==> src/rtl/clock_pkg.sv <==
// Shared types, blink masks and counter-width helpers for the clock time-setting logic.
package clock_pkg;

    typedef enum logic [2:0] {
        RUN    = 3'd0,
        SET_HH = 3'd1,
        SET_MM = 3'd2,
        CLR_SS = 3'd3
    } state_t;

    // Digit order is seg3..seg0; a set bit blanks that digit during the blink phase.
    localparam logic [3:0] MASK_RUN    = 4'b0000;
    localparam logic [3:0] MASK_SET_HH = 4'b1100;
    localparam logic [3:0] MASK_SET_MM = 4'b0011;
    localparam logic [3:0] MASK_CLR_SS = 4'b0000;

    // Bits needed to hold values 0..max_val (at least one bit).
    function automatic int unsigned cnt_width(input int unsigned max_val);
        return (max_val < 1) ? 1 : $clog2(max_val + 1);
    endfunction

    function automatic logic [3:0] blink_mask_of(input state_t s);
        case (s)
            SET_HH:  return MASK_SET_HH;
            SET_MM:  return MASK_SET_MM;
            CLR_SS:  return MASK_CLR_SS;
            default: return MASK_RUN;
        endcase
    endfunction

endpackage

==> src/rtl/clock_set_ctrl_if.sv <==
// Button inputs and datapath control outputs of the time-setting controller.
interface clock_set_ctrl_if;
    import clock_pkg::*;

    logic       button_sm;
    logic       button_count;
    state_t     state;
    logic       cnt_run;
    logic       inc_hour;
    logic       inc_min;
    logic       clr_sec;
    logic [3:0] blink_mask;

    // Master drives the buttons and watches the controls; slave is the controller.
    modport master (
        output button_sm, button_count,
        input  state, cnt_run, inc_hour, inc_min, clr_sec, blink_mask
    );

    modport slave (
        input  button_sm, button_count,
        output state, cnt_run, inc_hour, inc_min, clr_sec, blink_mask
    );

endinterface

==> src/rtl/btn_press.sv <==
// One push button: 2-FF synchronizer, debounce, hold timer and short/long/repeat events.
module btn_press
    import clock_pkg::*;
#(
    parameter int unsigned DEBOUNCE_CYC   = 50000,
    parameter int unsigned LONG_PRESS_CYC = 50000000,
    parameter int unsigned REPEAT_CYC     = 12500000
) (
    input  logic clk_i,
    input  logic rst_ni,
    input  logic btn_ni,     // raw, active-low, asynchronous
    output logic short_o,    // release before the long threshold
    output logic long_o,     // hold reached the long threshold
    output logic cnt_evt_o   // press, long threshold, then every repeat period
);

    localparam int unsigned DbW   = cnt_width(DEBOUNCE_CYC - 1);
    localparam int unsigned HoldW = cnt_width(LONG_PRESS_CYC);
    localparam int unsigned RepW  = cnt_width(REPEAT_CYC - 1);

    logic [1:0]       sync_q;
    logic             db_q, db_d;
    logic [DbW-1:0]   db_cnt_q, db_cnt_d;
    logic             armed_q, armed_d;
    logic [DbW-1:0]   arm_cnt_q, arm_cnt_d;
    logic             pressed_q, pressed_d;
    logic [HoldW-1:0] hold_q, hold_d;
    logic             long_done_q, long_done_d;
    logic [RepW-1:0]  rep_q, rep_d;
    logic             short_q, short_d;
    logic             long_q, long_d;
    logic             cnt_evt_q, cnt_evt_d;
    logic             press, rel_evt, long_hit, rep_hit;

    // Debounce and arming: a press only counts once a released level has been seen, so a
    // button held through reset has to be let go before it can press again.
    always_comb begin
        db_d      = db_q;
        db_cnt_d  = '0;
        armed_d   = armed_q;
        arm_cnt_d = '0;
        if (sync_q[1] != db_q) begin
            if (db_cnt_q == DbW'(DEBOUNCE_CYC - 1)) begin
                db_d = sync_q[1];
            end else begin
                db_cnt_d = db_cnt_q + 1'b1;
            end
        end
        if (!armed_q && sync_q[1] && db_q) begin
            if (arm_cnt_q == DbW'(DEBOUNCE_CYC - 1)) begin
                armed_d = 1'b1;
            end else begin
                arm_cnt_d = arm_cnt_q + 1'b1;
            end
        end
    end

    // Hold timer and event generation from debounced edges.
    always_comb begin
        press    = db_q && !db_d && armed_q;
        rel_evt  = !db_q && db_d;
        long_hit = pressed_q && !long_done_q && (hold_q == HoldW'(LONG_PRESS_CYC - 1));
        rep_hit  = 1'b0;

        pressed_d = pressed_q;
        if (press) begin
            pressed_d = 1'b1;
        end else if (rel_evt) begin
            pressed_d = 1'b0;
        end

        hold_d = hold_q;
        if (press) begin
            hold_d = '0;
        end else if (pressed_q && (hold_q != HoldW'(LONG_PRESS_CYC))) begin
            hold_d = hold_q + 1'b1;
        end

        long_done_d = long_done_q;
        if (press) begin
            long_done_d = 1'b0;
        end else if (long_hit) begin
            long_done_d = 1'b1;
        end

        // The releasing edge still counts as held, so a repeat due on that edge fires.
        rep_d = rep_q;
        if (press || long_hit) begin
            rep_d = '0;
        end else if (pressed_q && long_done_q) begin
            if (rep_q == RepW'(REPEAT_CYC - 1)) begin
                rep_d   = '0;
                rep_hit = 1'b1;
            end else begin
                rep_d = rep_q + 1'b1;
            end
        end

        short_d   = rel_evt && pressed_q && (hold_d < HoldW'(LONG_PRESS_CYC));
        long_d    = long_hit;
        cnt_evt_d = press || long_hit || rep_hit;
    end

    // All button state; debounced level resets to released.
    always_ff @(posedge clk_i or negedge rst_ni) begin
        if (!rst_ni) begin
            sync_q      <= 2'b11;
            db_q        <= 1'b1;
            db_cnt_q    <= '0;
            armed_q     <= 1'b0;
            arm_cnt_q   <= '0;
            pressed_q   <= 1'b0;
            hold_q      <= '0;
            long_done_q <= 1'b0;
            rep_q       <= '0;
            short_q     <= 1'b0;
            long_q      <= 1'b0;
            cnt_evt_q   <= 1'b0;
        end else begin
            sync_q      <= {sync_q[0], btn_ni};
            db_q        <= db_d;
            db_cnt_q    <= db_cnt_d;
            armed_q     <= armed_d;
            arm_cnt_q   <= arm_cnt_d;
            pressed_q   <= pressed_d;
            hold_q      <= hold_d;
            long_done_q <= long_done_d;
            rep_q       <= rep_d;
            short_q     <= short_d;
            long_q      <= long_d;
            cnt_evt_q   <= cnt_evt_d;
        end
    end

    assign short_o   = short_q;
    assign long_o    = long_q;
    assign cnt_evt_o = cnt_evt_q;

endmodule

==> src/rtl/clock_set_ctrl.sv <==
// Time-setting controller: button events drive a mode FSM, action pulses and digit blinking.
module clock_set_ctrl
    import clock_pkg::*;
#(
    parameter int unsigned DEBOUNCE_CYC   = 50000,
    parameter int unsigned LONG_PRESS_CYC = 50000000,
    parameter int unsigned REPEAT_CYC     = 12500000,
    parameter int unsigned BLINK_CYC      = 25000000,
    parameter int unsigned TIMEOUT_CYC    = 500000000
) (
    input  logic            clk50m,
    input  logic            rst_n,
    clock_set_ctrl_if.slave ctrl_io
);

    localparam int unsigned ToW = cnt_width(TIMEOUT_CYC - 1);
    localparam int unsigned BlW = cnt_width(BLINK_CYC - 1);

    logic           sm_short, sm_long, cnt_evt;
    logic           unused_sm_cnt, unused_cnt_short, unused_cnt_long;
    state_t         state_q, state_d;
    logic [ToW-1:0] to_cnt_q, to_cnt_d;
    logic           to_hit, stay;
    logic           inc_hour_q, inc_hour_d;
    logic           inc_min_q, inc_min_d;
    logic           clr_sec_q, clr_sec_d;
    logic [BlW-1:0] blink_cnt_q, blink_cnt_d;
    logic           phase_q, phase_d;
    logic [3:0]     blink_mask_q, blink_mask_d;

    btn_press #(
        .DEBOUNCE_CYC  (DEBOUNCE_CYC),
        .LONG_PRESS_CYC(LONG_PRESS_CYC),
        .REPEAT_CYC    (REPEAT_CYC)
    ) u_btn_sm (
        .clk_i    (clk50m),
        .rst_ni   (rst_n),
        .btn_ni   (ctrl_io.button_sm),
        .short_o  (sm_short),
        .long_o   (sm_long),
        .cnt_evt_o(unused_sm_cnt)
    );

    btn_press #(
        .DEBOUNCE_CYC  (DEBOUNCE_CYC),
        .LONG_PRESS_CYC(LONG_PRESS_CYC),
        .REPEAT_CYC    (REPEAT_CYC)
    ) u_btn_count (
        .clk_i    (clk50m),
        .rst_ni   (rst_n),
        .btn_ni   (ctrl_io.button_count),
        .short_o  (unused_cnt_short),
        .long_o   (unused_cnt_long),
        .cnt_evt_o(cnt_evt)
    );

    // Mode state register.
    always_ff @(posedge clk50m or negedge rst_n) begin
        if (!rst_n) begin
            state_q <= RUN;
        end else begin
            state_q <= state_d;
        end
    end

    // Next mode: short steps, long or inactivity leave a set state; bad codes recover to RUN.
    always_comb begin
        state_d = state_q;
        to_hit  = (state_q != RUN) && !sm_short && !cnt_evt
                  && (to_cnt_q == ToW'(TIMEOUT_CYC - 1));
        case (state_q)
            RUN:    if (sm_short) state_d = SET_HH;
            SET_HH: begin
                if (sm_short) state_d = SET_MM;
                else if (sm_long || to_hit) state_d = RUN;
            end
            SET_MM: begin
                if (sm_short) state_d = CLR_SS;
                else if (sm_long || to_hit) state_d = RUN;
            end
            CLR_SS: begin
                if (sm_short || sm_long || to_hit) state_d = RUN;
            end
            default: state_d = RUN;
        endcase
    end

    // Action pulses, inactivity timer and blink phase; a count event on a mode change is dropped.
    always_comb begin
        stay       = (state_d == state_q);
        inc_hour_d = cnt_evt && stay && (state_q == SET_HH);
        inc_min_d  = cnt_evt && stay && (state_q == SET_MM);
        clr_sec_d  = cnt_evt && stay && (state_q == CLR_SS);

        if ((state_q == RUN) || !stay || sm_short || cnt_evt) begin
            to_cnt_d = '0;
        end else begin
            to_cnt_d = to_cnt_q + 1'b1;
        end

        // Restarting on edits keeps the digit being changed visible.
        blink_cnt_d = blink_cnt_q + 1'b1;
        phase_d     = phase_q;
        if (!stay || inc_hour_d || inc_min_d || clr_sec_d) begin
            blink_cnt_d = '0;
            phase_d     = 1'b0;
        end else if (blink_cnt_q == BlW'(BLINK_CYC - 1)) begin
            blink_cnt_d = '0;
            phase_d     = !phase_q;
        end

        blink_mask_d = phase_d ? blink_mask_of(state_d) : 4'b0000;
    end

    // Registered outputs and timers.
    always_ff @(posedge clk50m or negedge rst_n) begin
        if (!rst_n) begin
            to_cnt_q     <= '0;
            inc_hour_q   <= 1'b0;
            inc_min_q    <= 1'b0;
            clr_sec_q    <= 1'b0;
            blink_cnt_q  <= '0;
            phase_q      <= 1'b0;
            blink_mask_q <= 4'b0000;
        end else begin
            to_cnt_q     <= to_cnt_d;
            inc_hour_q   <= inc_hour_d;
            inc_min_q    <= inc_min_d;
            clr_sec_q    <= clr_sec_d;
            blink_cnt_q  <= blink_cnt_d;
            phase_q      <= phase_d;
            blink_mask_q <= blink_mask_d;
        end
    end

    assign ctrl_io.state      = state_q;
    assign ctrl_io.cnt_run    = (state_q == RUN);
    assign ctrl_io.inc_hour   = inc_hour_q;
    assign ctrl_io.inc_min    = inc_min_q;
    assign ctrl_io.clr_sec    = clr_sec_q;
    assign ctrl_io.blink_mask = blink_mask_q;

endmodule

==> src/flat_wrapper.sv <==
// flat-port wrapper written by rule: the top's interface ports become plain ports
module clock_set_ctrl_flat import clock_pkg::*;
#(
    parameter int unsigned DEBOUNCE_CYC   = 50000,
    parameter int unsigned LONG_PRESS_CYC = 50000000,
    parameter int unsigned REPEAT_CYC     = 12500000,
    parameter int unsigned BLINK_CYC      = 25000000,
    parameter int unsigned TIMEOUT_CYC    = 500000000
)
  (clk50m, rst_n, ctrl_io_button_sm, ctrl_io_button_count, ctrl_io_state, ctrl_io_cnt_run, ctrl_io_inc_hour, ctrl_io_inc_min, ctrl_io_clr_sec, ctrl_io_blink_mask);
  clock_set_ctrl_if ctrl_io_i ();
  input  logic clk50m;
  input  logic rst_n;
  input wire logic [$bits(ctrl_io_i.button_sm)-1:0] ctrl_io_button_sm;
  input wire logic [$bits(ctrl_io_i.button_count)-1:0] ctrl_io_button_count;
  output wire logic [$bits(ctrl_io_i.state)-1:0] ctrl_io_state;
  output wire logic [$bits(ctrl_io_i.cnt_run)-1:0] ctrl_io_cnt_run;
  output wire logic [$bits(ctrl_io_i.inc_hour)-1:0] ctrl_io_inc_hour;
  output wire logic [$bits(ctrl_io_i.inc_min)-1:0] ctrl_io_inc_min;
  output wire logic [$bits(ctrl_io_i.clr_sec)-1:0] ctrl_io_clr_sec;
  output wire logic [$bits(ctrl_io_i.blink_mask)-1:0] ctrl_io_blink_mask;
  assign ctrl_io_i.button_sm = ctrl_io_button_sm;
  assign ctrl_io_i.button_count = ctrl_io_button_count;
  assign ctrl_io_state = ctrl_io_i.state;
  assign ctrl_io_cnt_run = ctrl_io_i.cnt_run;
  assign ctrl_io_inc_hour = ctrl_io_i.inc_hour;
  assign ctrl_io_inc_min = ctrl_io_i.inc_min;
  assign ctrl_io_clr_sec = ctrl_io_i.clr_sec;
  assign ctrl_io_blink_mask = ctrl_io_i.blink_mask;
  clock_set_ctrl #(.DEBOUNCE_CYC(DEBOUNCE_CYC), .LONG_PRESS_CYC(LONG_PRESS_CYC), .REPEAT_CYC(REPEAT_CYC), .BLINK_CYC(BLINK_CYC), .TIMEOUT_CYC(TIMEOUT_CYC)) u_core (.clk50m(clk50m), .rst_n(rst_n), .ctrl_io(ctrl_io_i));
endmodule
==> config.mk <==
export PLATFORM = sky130hd
export DESIGN_NAME = clock_set_ctrl_flat
export DESIGN_NICKNAME = d
export VERILOG_FILES = /design/src/rtl/clock_pkg.sv /design/src/rtl/clock_set_ctrl_if.sv /design/src/rtl/btn_press.sv /design/src/rtl/clock_set_ctrl.sv /design/src/flat_wrapper.sv
export SDC_FILE = /design/constraint.sdc
export NUM_CORES = 1
export LEC_CHECK = 0
export CAP_MARGIN = 20
export CORE_UTILIZATION = 57
export DETAILED_ROUTE_END_ITERATION = 8
export GPL_TIMING_DRIVEN = 0
export HOLD_SLACK_MARGIN = 0.03
export PLACE_DENSITY = 0.87
export SYNTH_ARGS = -nofsm -noshare
export SYNTH_HDL_FRONTEND = slang
export SYNTH_SLANG_ARGS = --single-unit
==> constraint.sdc <==
create_clock -name clk50m -period 2.6 [get_ports clk50m]
set_input_delay 0.52 -clock clk50m [delete_from_list [all_inputs] [get_ports clk50m]]
set_output_delay 0.52 -clock clk50m [all_outputs]
set_load 0.02 [all_outputs]
Yosys cells after proc, flatten, opt, wreduce, memory -nomap -nowiden
Index checks and enable logic that the tools add are counted.
{"block": "word_totals", "ff_bits": 220, "inputBits": 4, "output_inout_bits": 11, "elab_cells": 159}
{"block": "classes", "addsub": 9, "magnitude_cmp": 1, "n_eq_ne": 19, "mux": 43, "n_reduce_logical": 59}
{"operator": "16-bit 2-to-1 mux", "count": 8}
{"operator": "26-bit 2-to-1 mux", "count": 4}
{"operator": "24-bit 2-to-1 mux", "count": 3}
{"operator": "16-bit by 1-bit adder with 16-bit output, second input constant", "count": 4}
{"operator": "16-bit == test, second input constant", "count": 4}
{"operator": "26-bit by 1-bit adder with 26-bit output, second input constant", "count": 2}
{"operator": "26-bit == test, second input constant", "count": 2}
{"operator": "26-bit inequality test, second input constant", "count": 2}
{"operator": "25-bit 2-to-1 mux", "count": 2}
{"operator": "29-bit by 1-bit adder with 29-bit output, second input constant", "count": 1}
{"operator": "29-bit == test, second input constant", "count": 1}
{"operator": "29-bit 2-to-1 mux", "count": 1}
{"operator": "1-bit logical AND", "count": 26}
{"operator": "26-bit less-than comparator, second input constant", "count": 1}
{"operator": "25-bit by 1-bit adder with 25-bit output, second input constant", "count": 1}
{"operator": "25-bit == test, second input constant", "count": 1}
{"operator": "24-bit by 1-bit adder with 24-bit output, second input constant", "count": 1}
{"operator": "24-bit == test, second input constant", "count": 1}
{"operator": "1-bit 2-to-1 mux", "count": 17}
{"operator": "3-bit 2-to-1 mux", "count": 5}
{"operator": "1-bit zero test", "count": 12}
{"operator": "3-bit one-hot mux with 4 select lines", "count": 1}
{"operator": "2-bit nonzero test", "count": 6}
{"operator": "1-bit logical OR", "count": 11}
{"operator": "other kinds (9)", "count": 14}

Longest topological paths before layout
Gate-level depths: netlist of the first run.
{"block": "logic_depth", "word_depth": 16, "mapped_depth": 9, "depth_no_buf": 8}

Cells and area by module
From an unflattened synthesis of the first run, not the netlist that was laid out.
{"block": "hier_totals", "hier_cells": 1330, "hier_area_um2": 12543.3}
{"mod": "btn_press (u_core.u_btn_sm)", "instances": 1, "cells_per_inst": 518, "area_per_inst_um2": 4808.4, "seq_area_each_um2": 2280.9}
{"mod": "btn_press (u_core.u_btn_count)", "instances": 1, "cells_per_inst": 496, "area_per_inst_um2": 4645.7, "seq_area_each_um2": 2280.9}
{"mod": "clock_set_ctrl", "instances": 1, "cells_per_inst": 316, "area_per_inst_um2": 3089.2, "seq_area_each_um2": 1576.5}

Least setup slack after synthesis of the first run
Ideal clock, no wire load.
{"block": "synth_timing", "kind": "flip-flop to flip-flop", "start": "register u_core.u_btn_count.hold_q[0]", "end": "register u_core.u_btn_count.hold_q[15]", "setup_time_ns": 0.132, "arrival_ns": 2.374, "required_ns": 2.468, "slack_ns": 0.094, "path_stages_with_launch": 10, "path_buffers": 1, "synth_period_minus_slack_ns": 2.506, "path_cell_list": "dfrtp_1 -> inv_1 -> ha_1 -> or4b_1 -> or4_1 -> o31ai_1 -> buf_2 -> a211oi_1 -> xnor2_1 -> nor2_1"}
{"block": "synth_via", "elab_chain_cells": 3, "elab_cells_between_ends": 6, "cone_classes": "1 x add/sub; 1 x eq/ne; 2 x mux; 2 x reduce/logical"}
{"element": "start, declared", "line_no": "btn_press.sv:27", "text": "logic [HoldW-1:0] hold_q, hold_d;"}
{"element": "start signal, assigned", "line_no": "btn_press.sv:126", "text": "hold_q <= hold_d;"}
{"element": "26-bit by 1-bit adder with 26-bit output or 26-bit inequality test (tied branches)", "line_no": "btn_press.sv:76, btn_press.sv:75"}
{"element": "26-bit 2-to-1 mux or 1-bit logical AND (tied branches)", "line_no": "btn_press.sv:75", "text": "end else if (pressed_q && (hold_q != HoldW'(LONG_PRESS_CYC))) begin"}
{"element": "26-bit 2-to-1 mux or 2-bit nonzero test (tied branches)"}
Parallel ways exist; a longest one is shown, timed or not. The select of a mux whose other input is x is not followed.
A chain may end at the register's enable or synchronous reset.

Final worst setup path of the first run
{"block": "layout_timing", "start": "register u_core.u_btn_count.hold_q[0]", "end": "register u_core.u_btn_count.hold_q[8]"}
Same word-level chain as after synthesis.

==> results of run 1 <==
synthesized netlist by cell type, types with 2 or more instances:
cell type / instances / area, sq um
nand4_1: 39 / 244.0
ha_1: 11 / 137.6
and2_1: 10 / 62.56
a2111oi_0: 5 / 43.79
nand3_1: 66 / 330.3
nand2b_1: 8 / 50.05
buf_4: 2 / 15.01
or4_1: 12 / 90.09
dfstp_2: 6 / 157.7
buf_2: 4 / 20.02
nor4b_1: 13 / 113.9
o21bai_1: 5 / 37.54
o2bb2ai_1: 2 / 17.52
and4_1: 12 / 105.1
o31ai_1: 5 / 37.54
or2_2: 5 / 31.28
nor2_1: 203 / 762.0
nand3b_1: 3 / 22.52
nor2b_1: 2 / 12.51
inv_1: 33 / 123.9
nor3b_1: 5 / 37.54
and3_1: 46 / 287.8
o21ai_0: 38 / 190.2
xor2_1: 65 / 569.3
mux2i_1: 10 / 100.1
nor4bb_1: 6 / 60.06
xnor2_1: 84 / 735.7
buf_1: 4 / 15.01
a311oi_1: 2 / 17.52
nand2_1: 71 / 266.5
nor3_1: 38 / 190.2
a21oi_1: 24 / 120.1
dfrtp_1: 212 / 5305
or4b_1: 2 / 20.02
nor4_1: 22 / 137.6
clkbuf_1: 31 / 116.4
or3_1: 19 / 118.9
repair_timing:
action,in CTS,in global routing
cloned,0,2
setup endpoints to repair,74,107
hold endpoints to repair,0,0
setup buffers,5,12
gates resized for setup,32,46
pin swaps,5,3
cell families after synthesis:
group           after synthesis  synth area share (%)
other cells                   1               0.03447
simple gates                588                 27.65
compound gates               92                 5.164
fa+ha+maj                    11                 1.265
flops                       218                 50.21
xor+xnor                    149                 11.99
buf+inv                      74                 2.668
mux                          11                 1.023
area by class of cell:
| type | count | area, sq um | area share [%] |
|---|---|---|---|
| repair buffers | 34 | 310.3 | 2.474 |
| clock inverters | 15 | 236.5 | 1.885 |
| inverters | 33 | 123.9 | 0.9875 |
| well taps | 234 | 292.8 | 2.334 |
| clock buffers | 27 | 630.6 | 5.027 |
| plain buffers | 39 | 205.2 | 1.636 |
| multi-input cells | 852 | 5279 | 42.08 |
| flip-flops and latches | 218 | 5465 | 43.57 |
flip-flops by register name (all words and copies together), names as in the netlist, 2 cells and up:
name / count
u_core.ctrl_io.blink_mask: 2
u_core.ctrl_io.state: 3
u_core.u_btn_count.rep_q: 24
u_core.u_btn_sm.db_cnt_q: 16
u_core.u_btn_sm.sync_q: 2
u_core.u_btn_count.arm_cnt_q: 16
u_core.u_btn_count.sync_q: 2
u_core.blink_cnt_q: 25
u_core.u_btn_count.db_cnt_q: 16
u_core.u_btn_count.hold_q: 26
u_core.u_btn_sm.arm_cnt_q: 16
u_core.u_btn_sm.hold_q: 26
u_core.to_cnt_q: 29
power breakdown:
part | total [mW] | switching [mW] | internal (mW)
Clock | 3.69 | 1.36 | 2.33
Combinational | 0.132 | 0.101 | 0.0310
Sequential | 3.43 | 0.0172 | 3.41
Total | 7.25 | 1.48 | 5.78
final timing paths:
path,endpoint,startpoint,depth (start not counted),slack [ns]
setup / recovery,u_core.u_btn_count.hold_q[8],u_core.u_btn_count.hold_q[0],9,-0.03
hold / removal,u_core.to_cnt_q[13],rst_n,1,0.006
setup reg to reg,u_core.u_btn_count.hold_q[8],u_core.u_btn_count.hold_q[0],9,-0.03
hold reg to reg,u_core.u_btn_sm.sync_q[1],u_core.u_btn_sm.sync_q[0],0,0.36
max in group asynchronous,u_core.u_btn_sm.hold_q[1],rst_n,2,1.55
min in group clk50m,u_core.u_btn_sm.sync_q[1],u_core.u_btn_sm.sync_q[0],0,0.36
critical path, stage by stage (launching register included):
cell      delay [ns]
dfrtp_1         0.44
inv_2           0.11
ha_1            0.17
or4b_1          0.44
or4_4           0.47
o311ai_4        0.31
buf_2           0.23
nor3_1          0.08
xnor2_1         0.18
nor2_1          0.08
routing by layer:
layer / vias to the layer above / part of all wire [%] / track usage [%] / wire, microns
met5: - / 0 / 0 / 0
met4: 0 / 2.5 / 8.676 / 596
met3: 61 / 4.6 / 3.145 / 1082
met2: 304 / 51 / 42.00 / 11960
met1: 4236 / 42 / 30.26 / 9990
li1: 4090 / - / - / -
==> metrics.md, run 1 <==
| Metric | Value |
|---|---|
| Setup TNS | `-0.03178 ns` |
| Total Power | `7.253 mW` |
| Cell chosen for the clock root | `clkbuf_16` |
| Post-route insts no fill | `1452` |
| Sequential area share after synthesis | `50.21%` |
| WL final | `23.62 mm` |
| Core area | `18710 sq um` |
| Status | `finished with violations` |
| DP Worst Slack | `-0.3654 ns` |
| Worst-path maximum fanout | `5` |
| Max VDD drop | `~0.35 mV` |
| GRT Residual Overflow | `0` |
| Final core occ | `67.06%` |
| Dominant synthesized flop cell | `dfrtp_1` |
| Seq cells post-synth | `218` |
| Row count | `50` |
| Fin. Hold Viols | `0` |
| Die H | `140.2 microns` |
| Slew @ Worst Pin | `0.8249 ns` |
| Cell Pwr Density | `578.3 nW/um^2` |
| Relative slew slack | `45.01%` |
| Dpl cells | `between 1k and 1.5k` |
| 1st-iter DRT viols | `722` |
| Kind of start point of the critical path | `flop` |
| Antenna Violating Nets Remaining | `0` |
| Die area | `19640 sq um` |
| Post-DP Area | `11350 sq um` |
| Routed len/inst | `~16 microns` |
| Max-slew violations | `0` |
| Post-synth EDFFs | `0` |
| Crit Path Class | `reg -> reg` |
| Vias in the first global route | `between 8k and 9k` |
| Largest net degree at the start of global routing | `approximately 110` |
| CP Data Required Time | `3.00 ns` |
| Avg Synthesized Cell Area | `9.511 sq um` |
| CTS tree | `yes` |
| Synth async-reset ratio | `100.0%` |
| Time the worst path needs with I/O delays and setup | `2.632 ns` |
| Commonest non-fill, non-tap cells in the layout | `dfrtp_1 (210), nor2_1 (201), xnor2_1 (84)` |
| Total GRT Usage | `23.90%` |
| Setup WS post-layout | `-0.03178 ns` |
| Fillcell total | `1314` |
| Layout cells sized above 1 | `10.34%` |
| P_leak | `approximately 5.3 nW` |
| Clock Latency Late Sink | `approximately 0.52 ns` |
| Final #Nets | `roughly 1.2k` |
| Diode count | `0` |
| Die width | `140.2 microns` |
| Gate Count Post-Synth | `around 1.1k` |
| CTS Buffer Depth | `3` |
| Final setup violation count | `1` |
| Failing checks | `negative setup slack` |
| Hold_ws | `0.006068 ns` |
| First-pass GRT wire length | `~40 mm` |
| Initial antenna violation count | `0` |
| Mapped Area | `around 11000 sq um` |
| Total CTS buffers | `23` |
| DR vias | `slightly below 9k` |
| I/O Buffers | `14` |
| Remaining DRCs | `0` |
| Max Clock Freq | `380.0 MHz` |
| Syn_nets | `1159` |
| # IOs | `15` |
| Total of max-cap violations | `0` |
| Hold buffers post-CTS | `0` |
| Clk slew on worst S/H paths | `0.07 ns` |
| Min-Delay Path Class | `in -> async` |
| Synth warn | `0` |
| Area growth, synth to finish | `15.28%` |
| RSZ-0062 raised after global routing | `yes` |
| Finished layout cell area | `12540 sq um` |
| Starting Density | `58.17%` |
| Vias per cell | `5.986` |
| Clock sinks | `roughly 220` |
| Commonest non-fill, non-tap cell in the layout | `dfrtp_1` |
| Crit path DAT | `3.03 ns` |
| Drt pass-1 iters | `6` |
| DP HPWL | `~14 mm` |
| Final worst path period share | `101.2%` |
| Netlist cell types | `56` |
| Clock Skew | `between 0.02 and 0.025 ns` |
| Htree depth | `1` |
| Final GP Congestion | `roughly 0.90` |
| CP Capture Type | `flop` |
Note: power is estimated with default switching activity, not from simulation.
==> inputs of run 2 (changes only) <==
- SKIP_LAST_GASP: unset -> 1
==> run 2 against run 1 <==
  * The run still ends with negative setup slack left
  * Core utilization barely moved
  * Setup slack improved by 0.024 ns
  * Sequential share of layout area barely moved
  * Via count barely moved
  * Combinational power barely moved
  * Critical endpoint unchanged
==> metrics.md, run 2 (synthesis results as in run 1) <==
| Metric | Value |
|---|---|
| Crit Path Class | `reg -> reg` |
| Total of max-cap violations | `0 (unchanged)` |
| Crit-path max cell delay | `0.47 ns (about the same)` |
| Final worst path period share | `100.3% (-0.92 points)` |
| Clock Skew | `0.02322 ns (-0.0004659 ns)` |
| Top flop regs | `u_core.to_cnt_q x29, u_core.u_btn_count.hold_q x26, u_core.u_btn_sm.hold_q x26` |
| Die H | `140.2 microns (unchanged)` |
| Final core occ | `67.04% (about the same)` |
| Final setup violation count | `1 (unchanged)` |
| Crit path DAT | `3.01 ns (-0.02 ns)` |
| Worst r2r src | `u_core.u_btn_count.hold_q[0]` |
| DR vias | `8692 (+0.012%)` |
| Fillcell total | `1316 (+0.15%)` |
| Clk slew on worst S/H paths | `0.07 ns (about the same)` |
| WL final | `23.55 mm (-0.32%)` |
| Vias in the first global route | `8577 (unchanged)` |
| Die area | `19640 sq um (unchanged)` |
| Drt pass-1 iters | `5 (-1)` |
| P_leak | `5.283 nW (about the same)` |
| Critical path, cell by cell | `inv_2 -> ha_1 -> or4b_1 -> or4_4 -> o311ai_4 -> buf_2 -> nor3_1 -> xnor2_1 -> nor2_1` |
| DP HPWL | `14.44 mm (unchanged)` |
| Commonest non-fill, non-tap cell in the layout | `dfrtp_1` |
| Area of the multi-input gates | `5276 sq um (about the same)` |
| First-pass GRT wire length | `39.22 mm (unchanged)` |
| Vias per cell | `5.986 (about the same)` |
| Dpl cells | `1393 (unchanged)` |
| Min-Delay Path Class | `in -> async` |
| Area growth, synth to finish | `15.26% (about the same)` |
| Slowest CP cell | `or4_4` |
| Remaining DRCs | `0 (unchanged)` |
| Relative slew slack | `45.23% (+0.22 points)` |
| Clock sinks | `218 (unchanged)` |
| Failing checks | `negative setup slack` |
| Max VDD drop | `0.3511 mV (-0.10%)` |
| Cell chosen for the clock root | `clkbuf_16` |
| Status | `finished with violations` |
| R2R Setup Slk | `-0.008 ns (+0.02 ns)` |
| CTS tree | `yes` |
| Total GRT Usage | `23.90% (unchanged)` |
| Worst-path maximum fanout | `5 (unchanged)` |
| Die width | `140.2 microns (unchanged)` |
| Largest register by flop count | `u_core.to_cnt_q` |
| Clock Latency Late Sink | `0.52 ns (about the same)` |
| Time the worst path needs with I/O delays and setup | `2.608 ns (-0.02380 ns)` |
| Hold buffers post-CTS | `0 (unchanged)` |
| 1st-iter DRT viols | `782 (+8.3%)` |
| Final GP Congestion | `0.9004 (unchanged)` |
| I/O Buffers | `14 (unchanged)` |
| Setup WS post-layout | `-0.007979 ns (+0.02380 ns)` |
| Cell Pwr Density | `578.6 nW/um^2 (about the same)` |
| CTS Buffer Depth | `3 (unchanged)` |
| Initial antenna violation count | `0 (unchanged)` |
| Hold_ws | `0.01019 ns (+0.004125 ns)` |
| Final #Nets | `1216 (unchanged)` |
| Row count | `50 (unchanged)` |
| Seq. cell area | `5465 sq um (unchanged)` |
| Largest net degree at the start of global routing | `111 (unchanged)` |
| Htree depth | `1 (unchanged)` |
| Core area | `18710 sq um (unchanged)` |
| Total CTS buffers | `23 (unchanged)` |
| RSZ-0062 raised after global routing | `yes` |
| Post-route insts no fill | `1452 (unchanged)` |
| Antenna Violating Nets Remaining | `0 (unchanged)` |
| Critical R2R Capture | `u_core.u_btn_count.hold_q[8]` |
| Slew @ Worst Pin | `0.8216 ns (-0.003291 ns)` |
| Fin. Hold Viols | `0 (unchanged)` |
| Diode count | `0 (unchanged)` |
| Routed len/inst | `16.22 microns (-0.32%)` |
| GRT Residual Overflow | `0 (unchanged)` |
| Worst R2R Path Depth | `9 (unchanged)` |
| Kind of start point of the critical path | `flop` |
| Max Clock Freq | `383.4 MHz (+0.91%)` |
| Total Power | `7.257 mW (about the same)` |
| CP Capture Type | `flop` |
| Commonest non-fill, non-tap cells in the layout | `dfrtp_1 (210), nor2_1 (201), xnor2_1 (84)` |
| CP Data Required Time | `3.00 ns (about the same)` |
| Max-slew violations | `0 (unchanged)` |
| Layout cells sized above 1 | `10.43% (+0.082 points)` |
| Max FFs per register | `29 (unchanged)` |
| Starting Density | `58.17% (unchanged)` |
| # IOs | `15 (unchanged)` |
run 2: cell types whose count changed in the layout (fill, tap and decap cells not counted), sizes merged:
cell / before / now
clkbuf: 54 / 53
buf: 33 / 34
run 2: how the worst max path moves through the flow:
stage                                        start                         endpoint  slack (ns)  depth (start not counted)
floorplan             u_core.u_btn_count.hold_q[0]    u_core.u_btn_count.hold_q[15]        0.09                          9
global placement                             rst_n  u_core.u_btn_count.db_cnt_q[11]       -7.80                          1
detailed placement    u_core.u_btn_count.hold_q[0]    u_core.u_btn_count.hold_q[15]       -0.37                          9
CTS                 u_core.u_btn_count.db_cnt_q[5]    u_core.u_btn_count.hold_q[21]      -0.006                          6
global route          u_core.u_btn_count.hold_q[0]    u_core.u_btn_count.hold_q[24]       -0.07                          9
finish                u_core.u_btn_count.hold_q[0]     u_core.u_btn_count.hold_q[8]      -0.008                          9
run 2: final cells by class:
cell class	instances	area share (%)
clock buffer	27	5.028
sequential	218	43.58
clock inverter	15	1.886
inverter	33	0.9877
timing repair buffer	34	2.474
multi-input combinational	852	42.07
tap	234	2.335
buffer	39	1.636
run 2: power breakdown:
part | total (mW) | internal, mW | switching [mW]
combinational | 0.132 | 0.0305 | 0.102
sequential | 3.43 | 3.41 | 0.0166
clock | 3.70 | 2.33 | 1.36
total | 7.26 | 5.78 | 1.48
run 2: worst max-delay path, delay by kind of cell, from the launching register on:
family	cells	cell delay, ns
buffers and inverters	2	0.33
DFF	1	0.43
xor gates and xnor gates	1	0.17
and+or+nand+nor	4	1.06
AOI/OAI and AO/OA	1	0.31
adders and majority gates	1	0.17
run 2: per-layer routing:
layer  track usage, %  routed length [microns]  up-vias
met5                0                        0        -
met3            3.145                     1062       58
met2            42.00                    11900      292
met1            30.26                    10010     4247
met4            8.676                      578        0
li1                 -                        -     4095
run 2: per-stage QoR:
| step | area, sq um | setup slack, ns | setup TNS, ns |
|---|---|---|---|
| floorplan | 10880 | 0.09399 | 0 |
| global placement | 11310 | -7.802 | -1692.91 |
| detailed placement | 11350 | -0.3654 | -16.80 |
| CTS | 12350 | -0.005994 | -0.005994 |
| global route | 12540 | -0.07263 | -0.6363 |
| finish | 12540 | -0.007979 | -0.007979 |
run 2: repair_timing:
item	4_1_cts	5_1_grt
gates resized for setup	31	47
endpoints found under the setup margin	74	111
setup buffers	5	12
gates cloned	0	2
pin swaps	5	4
==> inputs of run 3 (changes only) <==
- CTS_CLUSTER_DIAMETER: unset -> 100
==> results of run 3 <==
Final layout, timing and power as in run 2 (identical DEF).
